[config.mk]
export PLATFORM = sky130hd
export DESIGN_NAME = ysyx_041461_pipe_ctrl
export DESIGN_NICKNAME = d
export VERILOG_FILES = /design/src/rtl/ysyx_041461_pipe_ctrl.sv
export SDC_FILE = /design/constraint.sdc
export NUM_CORES = 1
export LEC_CHECK = 0
export ABC_AREA = 1
export BUFFER_PORTS_ARGS = -buffer_cell sky130_fd_sc_hd__buf_2
export CELL_PAD_IN_SITES_DETAIL_PLACEMENT = 2
export CELL_PAD_IN_SITES_GLOBAL_PLACEMENT = 2
export CORE_MARGIN = 2
export CORE_UTILIZATION = 26
export DETAILED_ROUTE_END_ITERATION = 10
export HOLD_SLACK_MARGIN = 0.05
export PLACE_DENSITY = 0.81
export SYNTH_ARGS = -nofsm -noshare
export SYNTH_HDL_FRONTEND = slang
export SYNTH_SLANG_ARGS = --single-unit
[constraint.sdc]
create_clock -name clk -period 2 [get_ports clk]
set_input_delay 0.3 -clock clk [delete_from_list [all_inputs] [get_ports clk]]
set_output_delay 0.3 -clock clk [all_outputs]
set_load 0.01 [all_outputs]
[src/rtl/ysyx_041461_pipe_ctrl.sv]
// Pipeline hazard/stall/flush controller for the 5-stage core.
// Fixed-priority resolution of trap, memory wait, redirect, load-use and fetch wait.
module ysyx_041461_pipe_ctrl #(
    parameter int unsigned TIMEOUT = 1024,
    parameter int unsigned CNT_W   = 32
) (
    input  logic             clk,
    input  logic             rst,
    input  logic [4:0]       ID_rs1,
    input  logic [4:0]       ID_rs2,
    input  logic             ID_use_rs1,
    input  logic             ID_use_rs2,
    input  logic             EXE_valid,
    input  logic             EXE_is_load,
    input  logic [4:0]       EXE_rd,
    input  logic             EXE_redirect,
    input  logic             IF_ready,
    input  logic             MEM_req,
    input  logic             MEM_ready,
    input  logic             WB_trap,
    output logic             pc_enable,
    output logic [1:0]       pc_sel,
    output logic             IDreg_enable,
    output logic             EXEreg_enable,
    output logic             MEMreg_enable,
    output logic             WBreg_enable,
    output logic             IDreg_flush,
    output logic             EXEreg_flush,
    output logic             MEMreg_flush,
    output logic             WBreg_flush,
    output logic             mem_timeout,
    output logic [CNT_W-1:0] stall_cnt,
    output logic [1:0]       state
);

    typedef enum logic [1:0] {
        StRun   = 2'd0,
        StMwait = 2'd1,
        StTrap  = 2'd2
    } state_e;

    localparam int unsigned WdW = (TIMEOUT > 1) ? $clog2(TIMEOUT) : 1;
    localparam logic [WdW-1:0] WdMax = WdW'(TIMEOUT - 1);

    state_e           state_q, state_d;
    logic             trap_pend_q, trap_pend_d;
    logic             mem_timeout_q, mem_timeout_d;
    logic [WdW-1:0]   wd_cnt_q, wd_cnt_d;
    logic [CNT_W-1:0] stall_cnt_q, stall_cnt_d;

    logic lu;
    logic mstall;
    logic take_trap;

    always_comb begin
        lu = EXE_valid & EXE_is_load & (EXE_rd != 5'd0) &
             ((ID_use_rs1 & (ID_rs1 == EXE_rd)) | (ID_use_rs2 & (ID_rs2 == EXE_rd)));
        mstall    = MEM_req & ~MEM_ready;
        // A pending trap only fires once the FSM has parked in TRAP after the wait ends.
        take_trap = (WB_trap & ~mstall) | ((state_q == StTrap) & trap_pend_q);
    end

    always_comb begin
        pc_enable     = 1'b1;
        pc_sel        = 2'd0;
        IDreg_enable  = 1'b1;
        EXEreg_enable = 1'b1;
        MEMreg_enable = 1'b1;
        WBreg_enable  = 1'b1;
        IDreg_flush   = 1'b0;
        EXEreg_flush  = 1'b0;
        MEMreg_flush  = 1'b0;
        WBreg_flush   = 1'b0;

        if (take_trap) begin
            pc_sel       = 2'd2;
            IDreg_flush  = 1'b1;
            EXEreg_flush = 1'b1;
            MEMreg_flush = 1'b1;
            WBreg_flush  = 1'b1;
        end else if (mstall) begin
            pc_enable     = 1'b0;
            IDreg_enable  = 1'b0;
            EXEreg_enable = 1'b0;
            MEMreg_enable = 1'b0;
            WBreg_flush   = 1'b1;
        end else if (EXE_redirect) begin
            pc_sel       = 2'd1;
            IDreg_flush  = 1'b1;
            EXEreg_flush = 1'b1;
        end else if (lu) begin
            pc_enable    = 1'b0;
            IDreg_enable = 1'b0;
            EXEreg_flush = 1'b1;
        end else if (!IF_ready) begin
            pc_enable   = 1'b0;
            IDreg_flush = 1'b1;
        end

        if (!rst) begin
            pc_enable     = 1'b0;
            pc_sel        = 2'd0;
            IDreg_enable  = 1'b0;
            EXEreg_enable = 1'b0;
            MEMreg_enable = 1'b0;
            WBreg_enable  = 1'b0;
            IDreg_flush   = 1'b0;
            EXEreg_flush  = 1'b0;
            MEMreg_flush  = 1'b0;
            WBreg_flush   = 1'b0;
        end
    end

    always_comb begin
        state_d     = state_q;
        trap_pend_d = trap_pend_q;

        unique case (state_q)
            StRun: begin
                if (mstall) begin
                    state_d = StMwait;
                end else if (WB_trap) begin
                    state_d = StTrap;
                end
            end
            StMwait: begin
                if (!mstall) begin
                    state_d = (trap_pend_q | WB_trap) ? StTrap : StRun;
                end
            end
            StTrap: begin
                state_d = mstall ? StMwait : StRun;
            end
            default: begin
                state_d = StRun;
            end
        endcase

        if (take_trap) begin
            trap_pend_d = 1'b0;
        end else if (mstall & WB_trap) begin
            trap_pend_d = 1'b1;
        end

        // Saturates at the threshold; the flag is sticky so further counting is pointless.
        if ((state_q == StMwait) && (state_d == StMwait)) begin
            wd_cnt_d = (wd_cnt_q == WdMax) ? wd_cnt_q : wd_cnt_q + 1'b1;
        end else begin
            wd_cnt_d = '0;
        end

        mem_timeout_d = mem_timeout_q | ((state_q == StMwait) && (wd_cnt_q == WdMax));
        stall_cnt_d   = stall_cnt_q + {{(CNT_W-1){1'b0}}, ~pc_enable};
    end

    always_ff @(posedge clk or negedge rst) begin
        if (!rst) begin
            state_q       <= StRun;
            trap_pend_q   <= 1'b0;
            mem_timeout_q <= 1'b0;
            wd_cnt_q      <= '0;
            stall_cnt_q   <= '0;
        end else begin
            state_q       <= state_d;
            trap_pend_q   <= trap_pend_d;
            mem_timeout_q <= mem_timeout_d;
            wd_cnt_q      <= wd_cnt_d;
            stall_cnt_q   <= stall_cnt_d;
        end
    end

    assign mem_timeout = mem_timeout_q;
    assign stall_cnt   = stall_cnt_q;
    assign state       = state_q;

endmodule

==> out/qor.tcl <==
set qor(pwr-share-comb_pct) 30.0
set qor(synth.yosys.seq_area_share_pct) 42.3
set qor(timing.final.crit_share_pct) 111
set qor(clock.fmax_mhz) 452
set qor(globalplace.congestion) 0.789
set qor(dieArea_um2) 11300
set qor(worst_path_max_delay_cell) {sky130_fd_sc_hd__dfrtp_1}
set qor(setup_slack_ns) -0.211
set qor(grt_use_met2_pct) 34.3
set qor(cp.buffers_inverters) 5
set qor(finalCriticalPeriod_ns) 2.21
set qor(gr-max-usage-layer) {met2}
set qor(largest_incremental_delay_on_the_critical_path_ns) 0.41
set qor(critical_path.startpoint_type) {flop}
set qor(firstDrtPassIters) 4
set qor(clock_tree.buffer_depth) 2
set qor(maxCapViolCount) 0
set qor(antenna_cells_inserted) 0
set qor(violations) {setup timing}
set qor(power.share.clock_pct) 27.4
set qor(detailed_place_hpwl_mm) 7.07
set qor(syn-mean-instance-area_um2) 7.61
set qor(pre_cts_slack_ns) -0.424
set qor(total_leakage_power_uw) 0.00216
set qor(drt_drc_violations_left) 0
set qor(clk-insertion-delay-late_ns) 0.31
set qor(cp.required_ns) 2.19
set qor(layout.cell_area.non_filler_um2) 3930
set qor(drt_iter0_drc) 81
set qor(globalRoute.totalOverflow) 0
set qor(antenna_violations_before_repair) 0
set qor(hold_viol) 0
set qor(worstSetupPathType) {flop to flop}
set qor(result_of_the_run) {finished with violations}
set qor(synth_nets) 387
set qor(grt_util_met1_pct) 22.2
set qor(total_via_count_in_the_routed_design) 2884
set qor(end_kind) {flop}
set qor(die_w_um) 106
set qor(grt_use_met3_pct) 3.13
set qor(critical_path.max_fanout) 3
set qor(net_switching_share_of_the_total_power_pct) 36.0
set qor(worst_clock_skew_ns) 0.0128
set qor(total_power_uw) 2720
set qor(total_switching_power_uw) 980
set qor(fin_nets) 503
set qor(wirelength_mm) 11.3
set qor(tritoncts) {done}
set qor(clkTransAtPathRegs_ns) 0.10
set qor(syn2layout_area_growth_pct) 44.2
set qor(report.final.slew_viol_count) 0
set qor(cts-buffers-inserted) 5
set qor(power.density_nw_per_um2) 694
set qor(cpLargestDelayFamily) {buffers and inverters}
set qor(placementRows) 37
set qor(max-vdd-ir-drop_mv) 0.279
set qor(htree_num_levels) 2
set qor(avgRoutedWirePerCell_um) 18.6
set qor(hold_path.class) {primary input to asynchronous set/reset pin}
set qor(internal_power_uw) 1740
set qor(ctsHoldBuffers) 0
set qor(route.detailed.vias_per_inst) 4.72
set qor(antenna_left) 0
set qor(cp_most_frequent_cell) {sky130_fd_sc_hd__buf_4}
set qor(vias_in_the_first_global_route) 3156
set qor(dpl-instance-area_um2) 3430
set qor(quantity_of_i_o_buffers_inserted_on_ports) 71
set qor(numClockSinks) 46
set qor(layout-drive-gt1-share_pct) 38.1
set qor(floorplan.initialDensity_pct) 26.6
set qor(clockRootBuffer) {sky130_fd_sc_hd__clkbuf_8}
set qor(grt_usage_pct) 18.7
set qor(ys_types) 28
set qor(yosys_register_bits) 46
set qor(rsz0062_at_grt) {true}
set qor(crit_arrival_ns) 2.41
set qor(core_um2) 10200
set qor(maxSlewHeadroom_pct) 54.9
set qor(tightestPinTransition_ns) 0.676
set qor(power_frac_seq_pct) 42.6
set qor(grt_first_pass_wirelength_mm) 16.7
set qor(finalSetupViolations) 27
set qor(syn-instance-count) 358
set qor(mappedNetlistArea_um2) 2720
set qor(crit_chain) {inv_2, nand3_4, buf_4, a21oi_4, nand3_2, ha_4, ha_4, buf_4, nand3_4, nor2_4, buf_4, buf_4, xor2_2}
set qor(grt_max_degree) 50
set qor(die_height_um) 106
set qor(fillerInstances) 1189
set qor(synth_warnings) 0
set qor(ioPinCount) 72
## power groups by stage
stage	clock network, uW	registers [uW]	logic (uW)
6_report	747	1160	818
5_1_grt	793	1170	887
4_1_cts	734	1130	666
3_5_place_dp	0	1140	589
3_3_place_gp	0	1130	556
2_1_floorplan	0	1150	252
## placed cells by master, fill, tap and decap left out, types with 2 or more instances in the layout
cell type and n:
sky130_fd_sc_hd__nand2_1 99, sky130_fd_sc_hd__buf_2 71, sky130_fd_sc_hd__inv_1 46, sky130_fd_sc_hd__dfrtp_1 46, sky130_fd_sc_hd__buf_4 35, sky130_fd_sc_hd__nor2_1 34
sky130_fd_sc_hd__nand3_1 19, sky130_fd_sc_hd__xor2_1 17, sky130_fd_sc_hd__nor2_4 10, sky130_fd_sc_hd__nand2_2 9, sky130_fd_sc_hd__nor3_1 9, sky130_fd_sc_hd__xnor2_1 7
sky130_fd_sc_hd__buf_6 7, sky130_fd_sc_hd__inv_2 6, sky130_fd_sc_hd__nor2_2 6, sky130_fd_sc_hd__nor3_4 6, sky130_fd_sc_hd__nand2_4 5, sky130_fd_sc_hd__clkbuf_8 5
sky130_fd_sc_hd__nand3_4 4, sky130_fd_sc_hd__nand4_1 4, sky130_fd_sc_hd__nand3_2 3, sky130_fd_sc_hd__nor3_2 3, sky130_fd_sc_hd__nand3b_1 3, sky130_fd_sc_hd__xor2_2 3
sky130_fd_sc_hd__a21oi_1 3, sky130_fd_sc_hd__or2_2 2, sky130_fd_sc_hd__ha_4 2
## layout make-up
cell class                 instances  area, um2  share of cell area, %
timing repair buffer             113        697                   17.8
clock buffer                       6       72.6                   1.85
tap                              136        170                   4.34
clock inverter                     2       37.5                  0.956
multi-input combinational        256       1600                   40.8
inverter                          52        195                   4.97
sequential                        46       1150                   29.3
## per-stage QoR
stage	hold WS, ns	utilization (%)	TNS [ns]	instances
6_report	0.140	38.4	-3.05	611
5_1_grt	0.202	38.4	-6.06	611
4_1_cts	0.182	36.2	-1.04	600
3_5_place_dp	0.461	33.5	-5.83	584
3_3_place_gp	0.457	33.5	-3.50	584
2_1_floorplan	0.00441	-	-0.136	358
## sequential cells by signal (all words and copies together), names as in the netlist
register and flops:
stall_cnt 32, wd_cnt_q 10, state 2, mem_timeout 1, trap_pend_q 1
## path summary, 6_finish.rpt
kind | cells after the start | start | end | slack [ns]
worst max-delay path | 13 | state[0] | stall_cnt[6] | -0.21
worst min-delay path | 2 | rst | wd_cnt_q[6] | 0.14
worst max register to register | 13 | state[0] | stall_cnt[6] | -0.21
worst min register to register | 1 | stall_cnt[31] | stall_cnt[31] | 0.47
max in group asynchronous | 2 | rst | stall_cnt[22] | 1.40
min in group clk | 3 | WB_trap | state[1] | 0.35
## what timing repair did
| action | CTS | global route |
|---|---|---|
| setup buffers | 8 | 13 |
| resized for setup | 22 | 31 |
| endpoints found under the setup margin | 19 | 30 |
| pin swaps | 12 | 16 |
## Yosys cell counts
| master | number | share of area (%) |
|---|---|---|
| sky130_fd_sc_hd__nand3_2 | 1 | 0.37 |
| sky130_fd_sc_hd__a21boi_0 | 1 | 0.28 |
| sky130_fd_sc_hd__buf_4 | 4 | 1.1 |
| sky130_fd_sc_hd__nand4_1 | 4 | 0.92 |
| sky130_fd_sc_hd__nand3_1 | 24 | 4.4 |
| sky130_fd_sc_hd__nor3_1 | 10 | 1.8 |
| sky130_fd_sc_hd__nand3_4 | 1 | 0.64 |
| sky130_fd_sc_hd__nand3b_1 | 3 | 0.83 |
| sky130_fd_sc_hd__nand2_1 | 109 | 15 |
| sky130_fd_sc_hd__xnor2_1 | 7 | 2.3 |
| sky130_fd_sc_hd__nor4_2 | 1 | 0.46 |
| sky130_fd_sc_hd__inv_1 | 50 | 6.9 |
| sky130_fd_sc_hd__nor3_4 | 2 | 1.2 |
| sky130_fd_sc_hd__o31ai_1 | 1 | 0.28 |
| sky130_fd_sc_hd__nor2_1 | 42 | 5.8 |
| sky130_fd_sc_hd__nor3_2 | 6 | 2.2 |
| sky130_fd_sc_hd__ha_1 | 3 | 1.4 |
| sky130_fd_sc_hd__nor2_2 | 6 | 1.4 |
| sky130_fd_sc_hd__nand2_2 | 4 | 0.92 |
| sky130_fd_sc_hd__xor2_1 | 20 | 6.4 |
| sky130_fd_sc_hd__and3_1 | 1 | 0.23 |
| sky130_fd_sc_hd__dfrtp_1 | 46 | 42 |
| sky130_fd_sc_hd__o32ai_1 | 1 | 0.32 |
| sky130_fd_sc_hd__nor2_4 | 2 | 0.83 |
| sky130_fd_sc_hd__o21bai_1 | 1 | 0.28 |
| sky130_fd_sc_hd__or2_2 | 2 | 0.46 |
| sky130_fd_sc_hd__a21oi_1 | 4 | 0.74 |
| sky130_fd_sc_hd__inv_2 | 2 | 0.28 |
## worst reg2reg max path, cell delays in order (launching register included)
cell and delay (ns):
sky130_fd_sc_hd__dfrtp_1 0.41, sky130_fd_sc_hd__inv_2 0.08, sky130_fd_sc_hd__nand3_4 0.09, sky130_fd_sc_hd__buf_4 0.16, sky130_fd_sc_hd__a21oi_4 0.14, sky130_fd_sc_hd__nand3_2 0.12
sky130_fd_sc_hd__ha_4 0.18, sky130_fd_sc_hd__ha_4 0.17, sky130_fd_sc_hd__buf_4 0.14, sky130_fd_sc_hd__nand3_4 0.12, sky130_fd_sc_hd__nor2_4 0.06, sky130_fd_sc_hd__buf_4 0.14
sky130_fd_sc_hd__buf_4 0.13, sky130_fd_sc_hd__xor2_2 0.15
## cells by family (layout without fill, tap and decap cells)
| group | Yosys count | count (layout) | share of synthesized area, % |
|---|---|---|---|
| compound gates | 8 | 8 | 1.88 |
| simple gates | 218 | 218 | 37.5 |
| fa+ha+maj | 3 | 3 | 1.38 |
| buf+inv | 56 | 173 | 8.27 |
| flops | 46 | 46 | 42.3 |
| xor+xnor | 27 | 27 | 8.69 |
## per-layer routing
metal	wire length, um	vias up
met5	0	-
met4	300	0
met3	410	25
met2	6070	74
met1	4570	1457
li1	-	1328
(Power assumes the default switching activity.)
